$ cat config.mk
export PLATFORM = sky130hd
export DESIGN_NAME = fetch_sequencer_flat
export DESIGN_NICKNAME = d
export VERILOG_FILES = /design/src/rtl/fetch_sequencer_if.sv /design/src/rtl/fetch_sequencer.sv /design/src/flat_wrapper.sv
export SDC_FILE = /design/constraint.sdc
export NUM_CORES = 1
export LEC_CHECK = 0
export CORE_ASPECT_RATIO = 0.7
export CORE_MARGIN = 2
export CORE_UTILIZATION = 43
export CTS_BUF_LIST = sky130_fd_sc_hd__clkbuf_4 sky130_fd_sc_hd__clkbuf_8 sky130_fd_sc_hd__clkbuf_16
export DETAILED_ROUTE_END_ITERATION = 10
export PLACE_DENSITY_LB_ADDON = 0.08
export SKIP_LAST_GASP = 1
export SLEW_MARGIN = 20
export SYNTH_ARGS = -nofsm -noshare
export SYNTH_HDL_FRONTEND = slang
export SYNTH_SLANG_ARGS = --single-unit
export TNS_END_PERCENT = 100
$ cat constraint.sdc
create_clock -name clock -period 4.1 [get_ports clock]
set_input_delay 0.41 -clock clock [delete_from_list [all_inputs] [get_ports clock]]
set_output_delay 0.41 -clock clock [all_outputs]
set_load 0.005 [all_outputs]
$ cat src/rtl/fetch_sequencer_if.sv
// Instruction-fetch bus between the fetch sequencer, instruction memory and decoder.
// master = fetch sequencer side, slave = memory/decoder environment.
interface fetch_sequencer_if;
    logic [31:0] imem_q;
    logic        stall_req;
    logic        br_taken;
    logic        jump;
    logic        jr;
    logic [31:0] jr_target;
    logic [11:0] address_imem;
    logic [31:0] instr;
    logic        instr_valid;
    logic [11:0] exec_pc;
    logic [11:0] pc_plus1;
    logic [4:0]  opcode;
    logic [4:0]  aluop;
    logic [4:0]  rd;
    logic [4:0]  rs;
    logic [4:0]  rt;
    logic [4:0]  shamt;
    logic [31:0] imm_sext;
    logic [26:0] target;

    modport master (
        input  imem_q, stall_req, br_taken, jump, jr, jr_target,
        output address_imem, instr, instr_valid, exec_pc, pc_plus1,
               opcode, aluop, rd, rs, rt, shamt, imm_sext, target
    );

    modport slave (
        output imem_q, stall_req, br_taken, jump, jr, jr_target,
        input  address_imem, instr, instr_valid, exec_pc, pc_plus1,
               opcode, aluop, rd, rs, rt, shamt, imm_sext, target
    );
endinterface

$ cat src/rtl/fetch_sequencer.sv
// Instruction-fetch front end: drives imem address, aligns 1-cycle imem data with
// the executing PC, squashes wrong-path fetches on redirect and holds on stall.
module fetch_sequencer (
    input  logic              clock,
    input  logic              reset,
    fetch_sequencer_if.master bus
);
    typedef enum logic [1:0] {BOOT, RUN, SQUASH, STALL} state_t;

    state_t      state, state_n;
    logic [11:0] fetch_pc, fetch_pc_n;
    logic [11:0] exec_pc, exec_pc_n;
    logic [31:0] hold, hold_n;
    logic [31:0] cur_instr;
    logic        cur_valid;
    logic signed [31:0] imm_ext;
    logic        redirect;
    logic [11:0] redirect_pc;
    logic        unused_bits;

    function automatic logic [11:0] pc_add(input logic [11:0] a, input logic [11:0] b);
        return a + b;
    endfunction

    // The instruction being executed: live imem data in RUN, the captured word while stalled.
    always_comb begin
        cur_instr = '0;
        cur_valid = 1'b0;
        case (state)
            RUN: begin
                cur_instr = bus.imem_q;
                cur_valid = 1'b1;
            end
            STALL: begin
                cur_instr = hold;
                cur_valid = 1'b1;
            end
            default: ;
        endcase
    end

    assign imm_ext  = {{15{cur_instr[16]}}, cur_instr[16:0]};
    assign redirect = bus.jr | bus.jump | bus.br_taken;

    always_comb begin
        if (bus.jr)
            redirect_pc = bus.jr_target[11:0];
        else if (bus.jump)
            redirect_pc = cur_instr[11:0];
        else
            redirect_pc = pc_add(pc_add(exec_pc, 12'd1), imm_ext[11:0]);
    end

    // Only the low 12 bits of a jr target address the 4096-word imem.
    assign unused_bits = ^bus.jr_target[31:12];

    always_comb begin
        state_n    = state;
        fetch_pc_n = fetch_pc;
        exec_pc_n  = exec_pc;
        hold_n     = hold;
        case (state)
            BOOT: begin
                exec_pc_n  = 12'd0;
                fetch_pc_n = 12'd1;
                state_n    = RUN;
            end
            RUN, STALL: begin
                if (bus.stall_req) begin
                    if (state == RUN)
                        hold_n = bus.imem_q;
                    state_n = STALL;
                end else if (redirect) begin
                    fetch_pc_n = redirect_pc;
                    state_n    = SQUASH;
                end else begin
                    exec_pc_n  = fetch_pc;
                    fetch_pc_n = pc_add(fetch_pc, 12'd1);
                    state_n    = RUN;
                end
            end
            SQUASH: begin
                exec_pc_n  = fetch_pc;
                fetch_pc_n = pc_add(fetch_pc, 12'd1);
                state_n    = RUN;
            end
            default: state_n = BOOT;
        endcase
    end

    always_ff @(posedge clock or posedge reset) begin
        if (reset) begin
            state    <= BOOT;
            fetch_pc <= '0;
            exec_pc  <= '0;
            hold     <= '0;
        end else begin
            state    <= state_n;
            fetch_pc <= fetch_pc_n;
            exec_pc  <= exec_pc_n;
            hold     <= hold_n;
        end
    end

    assign bus.address_imem = fetch_pc;
    assign bus.instr        = cur_instr;
    assign bus.instr_valid  = cur_valid;
    assign bus.exec_pc      = exec_pc;
    assign bus.pc_plus1     = pc_add(exec_pc, 12'd1);
    assign bus.opcode       = cur_instr[31:27];
    assign bus.aluop        = cur_instr[6:2];
    assign bus.rd           = cur_instr[26:22];
    assign bus.rs           = cur_instr[21:17];
    assign bus.rt           = cur_instr[16:12];
    assign bus.shamt        = cur_instr[11:7];
    assign bus.imm_sext     = imm_ext;
    assign bus.target       = cur_instr[26:0];
endmodule
$ cat src/flat_wrapper.sv
// flat-port wrapper written by rule: the top's interface ports become plain ports
module fetch_sequencer_flat 
  (clock, reset, bus_imem_q, bus_stall_req, bus_br_taken, bus_jump, bus_jr, bus_jr_target, bus_address_imem, bus_instr, bus_instr_valid, bus_exec_pc, bus_pc_plus1, bus_opcode, bus_aluop, bus_rd, bus_rs, bus_rt, bus_shamt, bus_imm_sext, bus_target);
  fetch_sequencer_if bus_i ();
  input  logic clock;
  input  logic reset;
  input wire logic [$bits(bus_i.imem_q)-1:0] bus_imem_q;
  input wire logic [$bits(bus_i.stall_req)-1:0] bus_stall_req;
  input wire logic [$bits(bus_i.br_taken)-1:0] bus_br_taken;
  input wire logic [$bits(bus_i.jump)-1:0] bus_jump;
  input wire logic [$bits(bus_i.jr)-1:0] bus_jr;
  input wire logic [$bits(bus_i.jr_target)-1:0] bus_jr_target;
  output wire logic [$bits(bus_i.address_imem)-1:0] bus_address_imem;
  output wire logic [$bits(bus_i.instr)-1:0] bus_instr;
  output wire logic [$bits(bus_i.instr_valid)-1:0] bus_instr_valid;
  output wire logic [$bits(bus_i.exec_pc)-1:0] bus_exec_pc;
  output wire logic [$bits(bus_i.pc_plus1)-1:0] bus_pc_plus1;
  output wire logic [$bits(bus_i.opcode)-1:0] bus_opcode;
  output wire logic [$bits(bus_i.aluop)-1:0] bus_aluop;
  output wire logic [$bits(bus_i.rd)-1:0] bus_rd;
  output wire logic [$bits(bus_i.rs)-1:0] bus_rs;
  output wire logic [$bits(bus_i.rt)-1:0] bus_rt;
  output wire logic [$bits(bus_i.shamt)-1:0] bus_shamt;
  output wire logic [$bits(bus_i.imm_sext)-1:0] bus_imm_sext;
  output wire logic [$bits(bus_i.target)-1:0] bus_target;
  assign bus_i.imem_q = bus_imem_q;
  assign bus_i.stall_req = bus_stall_req;
  assign bus_i.br_taken = bus_br_taken;
  assign bus_i.jump = bus_jump;
  assign bus_i.jr = bus_jr;
  assign bus_i.jr_target = bus_jr_target;
  assign bus_address_imem = bus_i.address_imem;
  assign bus_instr = bus_i.instr;
  assign bus_instr_valid = bus_i.instr_valid;
  assign bus_exec_pc = bus_i.exec_pc;
  assign bus_pc_plus1 = bus_i.pc_plus1;
  assign bus_opcode = bus_i.opcode;
  assign bus_aluop = bus_i.aluop;
  assign bus_rd = bus_i.rd;
  assign bus_rs = bus_i.rs;
  assign bus_rt = bus_i.rt;
  assign bus_shamt = bus_i.shamt;
  assign bus_imm_sext = bus_i.imm_sext;
  assign bus_target = bus_i.target;
  fetch_sequencer u_core (.clock(clock), .reset(reset), .bus(bus_i));
endmodule
# Word level (Yosys, flattened, before mapping)
# Index checks and enable logic that the tools add are counted.
# Widths: inputs -> output; s select.
[op_classes] n_mux=13 n_addsub=3 n_bitwise=2 n_eq_ne=5 reduce_logical=5
[op_table] operator="$mux 12" count=6
[op_table] operator="$pmux 12 s3" count=2
[op_table] operator="$pmux 32 s2" count=1
[op_table] operator="$add 12x1->12 const B" count=2
[op_table] operator="$add 12x12->12" count=1
[op_table] operator="$eq 2x2->1 const B" count=2
[op_table] operator="$mux 2" count=2
[op_table] operator="$ne 2x2->1 const B" count=2
[op_table] operator="$pmux 2 s2" count=1
[op_table] operator="$reduce_or 2->1" count=2
[op_table] operator="$reduce_and 3->1" count=1
[op_table] operator="$eq 2x1->1 const B" count=1
[op_table] operator="$logic_not 2->1" count=1
[op_table] operator="$or 1x1->1" count=2
[op_table] operator="$reduce_and 2->1" count=1
[op_table] operator="$mux 1" count=1
[word_totals] regBits=58 out_inout_bits=158

# Depth between registers and ports, before layout
# Gate-level depths: netlist (run 1).
[depth] ltp_word=8 mapped_depth=13 ltp_nobuf=11

# Worst setup path after synthesis (run 1)
# OpenSTA, ideal clock, no wires.
[synth_timing] kind="reg2reg" startpoint="register u_core.state[0]" endpoint="register u_core.fetch_pc[11], in the netlist u_core.bus.address_imem[11]" required_ns=3.969 slack_ns=0.985 setup_time_ns=0.131 path_stages_with_launch=13 arrival_ns=2.983 path_cell_list="dfrtp_1 -> inv_1 -> clkbuf_1 -> clkbuf_1 -> buf_1 -> nor2_1 -> ha_1 -> or2_2 -> o2111ai_2 -> o221ai_2 -> a41oi_2 -> nor2_1 -> or3_1"
[synth_between] elab_chain_cells=8 word_cells_on_any_way=13
[synth_lines] element="from (decl)" line_no="fetch_sequencer.sv:10" text="state_t state, state_n;"
[synth_lines] element="from (signal assigned)" line_no="fetch_sequencer.sv:98" text="state <= state_n;"
[synth_lines] element="$eq 2x2->1 or $eq 2x1->1 (tied branches)" line_no="fetch_sequencer.sv:29" text="case (state)"
[synth_lines] element="$pmux 32 s2 *" line_no="fetch_sequencer.sv:29"
[synth_lines] element="net bus_aluop[2]" line_no="flat_wrapper.sv:19" text="output wire logic [$bits(bus_i.aluop)-1:0] bus_aluop;"
[synth_lines] element="$add 12x12->12 *" line_no="fetch_sequencer.sv:22" text="return a + b;"
[synth_lines] element="$mux 12 *" line_no="fetch_sequencer.sv:48" text="else if (bus.jump)"
[synth_lines] element="$mux 12 *" line_no="fetch_sequencer.sv:46" text="if (bus.jr)"
[synth_lines] element="$mux 12 *" line_no="fetch_sequencer.sv:73" text="end else if (redirect) begin"
[synth_lines] element="$mux 12 *" line_no="fetch_sequencer.sv:69" text="if (bus.stall_req) begin"
[synth_lines] element="$pmux 12 s3 *" line_no="fetch_sequencer.sv:62" text="case (state)"
[synth_lines] element="to (signal assigned)" line_no="fetch_sequencer.sv:99" text="fetch_pc <= fetch_pc_n;"
[synth_lines] element="to (decl)" line_no="fetch_sequencer.sv:11" text="logic [11:0] fetch_pc, fetch_pc_n;"
# Mark *: on every way through the listed nets, which the timed path passes. The rest lies on a longest branch. The select of a mux whose other input is x is not followed.
# A chain may end at the register's enable or synchronous reset.

# Final worst setup path (run 1)
[layout_timing] startpoint="register u_core.state[1]" endpoint="register u_core.fetch_pc[6], in the netlist u_core.bus.address_imem[6]"
[layout_between] elab_chain_cells=8 word_cells_on_any_way=13
[layout_lines] element="$eq 2x2->1 or $eq 2x1->1 (tied branches)" line_no="fetch_sequencer.sv:29, fetch_sequencer.sv:62"
[layout_lines] element="$pmux 32 s2" line_no="fetch_sequencer.sv:29"
[layout_lines] element="$add 12x12->12" line_no="fetch_sequencer.sv:22"
[layout_lines] element="$mux 12" line_no="fetch_sequencer.sv:48"
[layout_lines] element="$mux 12" line_no="fetch_sequencer.sv:46"
[layout_lines] element="$mux 12" line_no="fetch_sequencer.sv:73"
[layout_lines] element="$mux 12" line_no="fetch_sequencer.sv:69"
[layout_lines] element="$pmux 12 s3" line_no="fetch_sequencer.sv:62"
# Several ways; a longest one is shown, not always the timed one. The select of a mux whose other input is x is not followed.

==> results of run 1 <==
flip-flops by register name (all words and copies together), names as in the netlist:
name,flops
u_core.hold,32
u_core.bus.address_imem,12
u_core.bus.exec_pc,12
u_core.state,2
layer usage:
layer	track usage	up-vias	wire length, µm
met3	0.0523	22	1130
met1	0.347	2173	7230
met2	0.381	212	6670
met5	0	-	0
met4	0.0654	0	231
li1	-	2170	-
worst paths after layout:
| path | startpoint | to | slack [ps] | cells after the start |
|---|---|---|---|---|
| worst min register to register | u_core.hold[2]$_DFFE_PP0P_ | u_core.hold[2]$_DFFE_PP0P_ | 500 | 1 |
| worst max register to register | u_core.state[1]$_DFF_PP0_ | u_core.bus.address_imem[6]$_DFFE_PP0P_ | 760 | 12 |
| max in group asynchronous | reset | u_core.state[1]$_DFF_PP0_ | 2730 | 3 |
| min in group asynchronous | reset | u_core.bus.address_imem[2]$_DFFE_PP0P_ | 520 | 2 |
| worst min-delay path | u_core.hold[2]$_DFFE_PP0P_ | u_core.hold[2]$_DFFE_PP0P_ | 500 | 1 |
| worst max-delay path | u_core.state[1]$_DFF_PP0_ | u_core.bus.address_imem[6]$_DFFE_PP0P_ | 760 | 12 |
cell usage in the layout, fill, tap and decap left out, types with 9 or more instances in the layout:
cell,synthesis,routed
ha_1,11,11
nand2_1,62,62
dfrtp_1,58,57
xnor2_1,14,14
inv_1,20,19
nand3_1,13,12
buf_4,91,13
clkdlybuf4s50_1,0,207
mux2_2,36,36
mux2i_1,30,30
a21oi_1,21,21
o21ai_0,39,39
nor2_1,50,50
clkbuf_16,0,9
cell families after synthesis:
kind of cell | count (synthesis)
simple gates | 166
buf+inv | 138
compound gates | 113
mux | 68
flops | 58
xor+xnor | 25
fa+ha+maj | 11
cell type report:
cell class / instances / area (µm²) / share of cell area
Clock buffer: 12 / 254 / 0.0371
Tap cell: 153 / 191 / 0.0280
Multi-Input combinational cell: 383 / 2650 / 0.387
Timing Repair Buffer: 220 / 2170 / 0.317
Inverter: 21 / 78.8 / 0.0115
Clock inverter: 4 / 51.3 / 0.00749
Sequential cell: 58 / 1450 / 0.212
worst register-to-register path, cell delays in order, from the launching register on:
cell	delay, ps
dfrtp_2	570
buf_4	300
mux2_1	360
nand2_2	130
inv_1	50
ha_1	320
nand2_1	80
o21ai_0	90
a41oi_1	260
a21boi_1	120
xnor2_1	180
a2111oi_0	640
a311o_1	200
report_power, final:
group	internal (µW)	leakage [µW]	switching, µW	total (µW)
Clock	500	0.000150	271	771
Sequential	732	0.000694	204	936
Combinational	1070	0.00206	833	1900
Total	2300	0.00291	1310	3610
per-stage QoR:
stage | std cells | power (µW)
after floorplan | 579 | 2020
after global placement | 835 | 2790
after detailed placement | 835 | 2830
after CTS | 851 | 3610
after global routing | 851 | 3820
final | 851 | 3610
==> impl_metrics.ini, run 1 <==
[detailed_routing]
detail_route.wl_per_cell_um = 17.9
drt_first_iter_violations = 302
drc = 0
drt-pass1-iter-count = 5
vias = 4577
vias_per_cell = 5.38
drt-total-wl_um = 15300
postRouteAntennaNets = 0

[worst_setup_path]
critPathMaxFanout = 12
path_delay_family = compound AO/OA/AOI/OAI gates
cpMaxStageDelayCell = a2111oi_0
critical_path_required_ps = 4370
worst-path-buf-inv = 2
critPathKind = reg2reg
cp.arrival_ps = 3610
worstSetupStartpointType = flop
cpPeakStageDelay_ps = 640
end_kind = flop
path_cells = buf_4 > mux2_1 > nand2_2 > inv_1 > ha_1 > nand2_1 > o21ai_0 > a41oi_1 > a21boi_1 > xnor2_1 > a2111oi_0 > a311o_1

[yosys]
synth_flop_cell = dfrtp_1
yosys.area_share.simple = 0.153
syn-cell-area_mm2 = 0.00497
synth_area_leader_cell = dfrtp_1
synthXorXnorAreaFrac = 0.0514
ys_seq_area_frac = 0.292
synth-async-reset-ratio = 1.00
synth_commonest_cells = buf_4 (91), nand2_1 (62), dfrtp_1 (58), nor2_1 (50), o21ai_0 (39)
synth_edf_count = 0
synthTopCellsByArea = dfrtp_1 (29%), buf_4 (14%), mux2_2 (8.2%)
syn_inst = 579
synth_top_area_frac = 0.292
ys_seq_elements = 58
avgSynthCellArea_um2 = 8.58
synth_fp_nets = 660
yosysMostFrequentCell = buf_4
ys_warn_count = 0
synthMuxAreaShare = 0.147
synth_compound_area_frac = 0.153
synth_top_family_by_area = buffers and inverters
synth_fa_ha_area_frac = 0.0277
synth_cell_types = 69

[timing]
setup_viol = 0
hold_viol = 0
setup_slack_ps = 755
fmax_mhz = 299
fin_setup_tns_ps = 0
min_period_over_period = 0.816
drv_slew = 0
worst_pin_slew_ps = 905
holdWs_ps = 504
relSlewSlack = 0.394
min_period_ps = 3340
final.setup_skew_ps = 7.41
rsz0062_at_grt = no

[grt]
grt_pass1_wl_um = 23600
grt_max_degree = 33
antenna_found_initial = 0
grt.overflow.total = 0
grt_util_all_layers = 0.245
first_global_vias = 4268

[place]
io_buffers = 207
placed_area_mm2 = 0.00654
place_ws_ps = 675
gp_congestion = 0.887
dpl.hpwl_um = 11800

[floorplan]
initial_utilization = 0.446
core_mm2 = 0.0111
placementRows = 32
dieHeight_um = 93.9
fp.dieW_um = 132
die_area_mm2 = 0.0124
io_pins = 228

[finish]
stdcell_area_mm2 = 0.00685
final_net_count = 774
utilization = 0.615
drive_gt1_frac = 0.120
synthToLayoutAreaGrowth_pct = 37.8
fill_cells = 987
n_antenna_cell = 0

[clock_tree]
insertion_delay_ps = 330
cts_setup_buffers = 0
htreeDepth = 3
cts_num_sinks = 58
cts-buffers-inserted = 9
clk_root_buffer_cell = clkbuf_16
cts_resized = 0
clk_pin_slew_ps = 50
cts_tree = done
cts_buffer_depth = 2
hold_buffers = 0

[power]
ir_worst_vdd_mv = 0.330
power_leakage_uw = 0.00291
powerDensity_mw_per_mm2 = 527

[outcome]
status = finished, final reports clean

[flow_run]
cap_violations = 0

[hold_path]
hp-class = reg2reg
No activity file was read; power rests on OpenSTA's default activity.
==> run 2, diff against run 1 <==
--- a/config.mk
+++ b/config.mk
@@ -7,7 +7,7 @@
 export LEC_CHECK = 0
 export CORE_ASPECT_RATIO = 0.7
 export CORE_MARGIN = 2
-export CORE_UTILIZATION = 43
+export CORE_UTILIZATION = 39
 export CTS_BUF_LIST = sky130_fd_sc_hd__clkbuf_4 sky130_fd_sc_hd__clkbuf_8 sky130_fd_sc_hd__clkbuf_16
 export DETAILED_ROUTE_END_ITERATION = 10
 export PLACE_DENSITY_LB_ADDON = 0.08
==> constraint.sdc (replaced) <==
create_clock -name clock -period 2.7 [get_ports clock]
set_input_delay 0.27 -clock clock [delete_from_list [all_inputs] [get_ports clock]]
set_output_delay 0.27 -clock clock [all_outputs]
set_load 0.005 [all_outputs]
==> run 2 against run 1 <==
Largest power group unchanged. Non-clock buffer count is 69 higher. Sequential power is 46% higher. The run now ends with negative setup slack left. Via count rose by 7.0%. Wire length rose by 12%. Clock skew is essentially flat. Highest routed layer unchanged. Count of clock-buffer cells in the layout is 1 lower. Design area increased by 14%. Critical endpoint is now u_core.bus.address_imem[4]$_DFFE_PP0P_. Register-to-register slack worse by 800 ps.
==> impl_metrics.ini, run 2 (synthesis results as in run 1) <==
[outcome]
status = finished with violations
violations = negative setup slack

[power]
internal_power_uw = 3980
switching_power_uw = 2280
powerDensity_mw_per_mm2 = 804
p_comb_frac = 0.596
switching_share = 0.365
power_leakage_uw = 0.00330
ir_worst_vdd_mv = 0.409
p_clk_frac = 0.184
power_frac_seq = 0.219

[finish]
drive_gt1_frac = 0.250
utilization = 0.627
n_antenna_cell = 0
regMostFlops = u_core.hold
final_cell_mix = clkdlybuf4s50_1 (207), buf_4 (76), nand2_1 (62)
synthToLayoutAreaGrowth_pct = 56.7
final_net_count = 843
largest_reg_flops = 32
final_common_cell = clkdlybuf4s50_1

[clock_tree]
cts_buffer_depth = 2
insertion_delay_ps = 330
cts_num_sinks = 58
clk_root_buffer_cell = clkbuf_16
htreeDepth = 3
clk_pin_slew_ps = 50
cts_tree = done
cts-buffers-inserted = 9

[detailed_routing]
drt-total-wl_um = 17000
drt-pass1-iter-count = 5
detail_route.wl_per_cell_um = 18.3
drc = 0
vias_per_cell = 5.27
drt_first_iter_violations = 348
postRouteAntennaNets = 0
vias = 4896

[timing]
setup_viol = 3
setup_slack_ps = -40.5
min_period_over_period = 1.02
worst_pin_slew_ps = 584
relSlewSlack = 0.610
drv_slew = 0
rsz0062_at_grt = yes
final.setup_skew_ps = 6.96
hold_viol = 0
fmax_mhz = 365
fin_setup_tns_ps = -74.4
min_period_ps = 2740
holdWs_ps = 322

[floorplan]
die_area_mm2 = 0.0137
core_mm2 = 0.0124
io_pins = 228
fp.dieW_um = 139
placementRows = 34
dieHeight_um = 98.4
initial_utilization = 0.400

[worst_setup_path]
r2r_cells = 11
end_kind = flop
critPathMaxFanout = 7
critical_path_required_ps = 2910
critPathKind = reg2reg
cp.arrival_ps = 2950
timing.rr.start = u_core.state[1]$_DFF_PP0_
worstReg2RegEnd = u_core.bus.address_imem[4]$_DFFE_PP0P_
r2r_setup_slack_ps = -40
worstSetupStartpointType = flop

[flow_run]
cap_violations = 0

[grt]
grt_max_degree = 36
grt_util_all_layers = 0.240
first_global_vias = 4608
grt_pass1_wl_um = 25900
grt.overflow.total = 0
antenna_found_initial = 0

[hold_path]
hp-class = in2async

[place]
dpl.hpwl_um = 13100
io_buffers = 207
gp_congestion = 0.909
## run 2: worst max path at each step
stage	startpoint	endpoint	slack, ps	cells after the start
6_report	u_core.state[1]$_DFF_PP0_	u_core.bus.address_imem[4]$_DFFE_PP0P_	-40	11
5_1_grt	u_core.state[1]$_DFF_PP0_	u_core.bus.address_imem[4]$_DFFE_PP0P_	-190	11
4_1_cts	u_core.state[1]$_DFF_PP0_	u_core.bus.address_imem[5]$_DFFE_PP0P_	-40	12
3_5_place_dp	bus_imem_q[1]	u_core.bus.address_imem[6]$_DFFE_PP0P_	-300	13
3_3_place_gp	bus_imem_q[4]	u_core.bus.address_imem[5]$_DFFE_PP0P_	-230	12
2_1_floorplan	u_core.state[1]$_DFF_PP0_	u_core.bus.address_imem[4]$_DFFE_PP0P_	7	13
## run 2: per-layer routing
layer,up-vias,share of wire,track usage
met5,-,0,0
met4,0,0.0084,0.0458
met3,14,0.084,0.0520
met2,228,0.46,0.371
met1,2350,0.44,0.351
li1,2304,-,-
## run 2: critical path, cell delays in order (launching register included)
cell and delay (ps):
dfrtp_2 470, mux2_2 370, nand2_1 110, xnor2_1 70
ha_1 210, a31oi_2 220, a21oi_2 70, a311o_1 350
and3_4 180, o31ai_4 240, mux2i_1 100, o221a_1 230
## run 2: area by class of cell
type / instances / area [µm²]
Inverter: 21 / 78.8
Multi-Input combinational cell: 383 / 3020
Sequential cell: 58 / 1460
Clock inverter: 5 / 53.8
Fill cell: 1033 / 4630
Clock buffer: 11 / 246
Timing Repair Buffer: 289 / 2730
Tap cell: 162 / 203
## run 2: through the flow
step | cells | power (µW) | area [µm²] | worst slack [ps]
3_5_place_dp | 896 | 4600 | 6960 | -297
6_report | 929 | 6260 | 7790 | -40.5
4_1_cts | 917 | 5910 | 7420 | -42.6
3_3_place_gp | 896 | 4550 | 6960 | -230
5_1_grt | 929 | 6630 | 7790 | -188
2_1_floorplan | 579 | 3080 | 4990 | 7.25
## run 2: timing repair
action | CTS | global route
pin swaps | 9 | 26
hold buffers | 0 | 0
endpoints found under the setup margin | 7 | 10
buffers inserted | 5 | 13
gates resized for setup | 22 | 50
gates cloned | 0 | 0
## run 2: power by group through the flow
stage | clock network, µW | registers (µW) | logic, µW
floorplan | 0 | 1320 | 1760
global placement | 0 | 1350 | 3200
detailed placement | 0 | 1360 | 3230
CTS | 1170 | 1360 | 3380
global route | 1220 | 1410 | 4000
finish | 1150 | 1370 | 3730
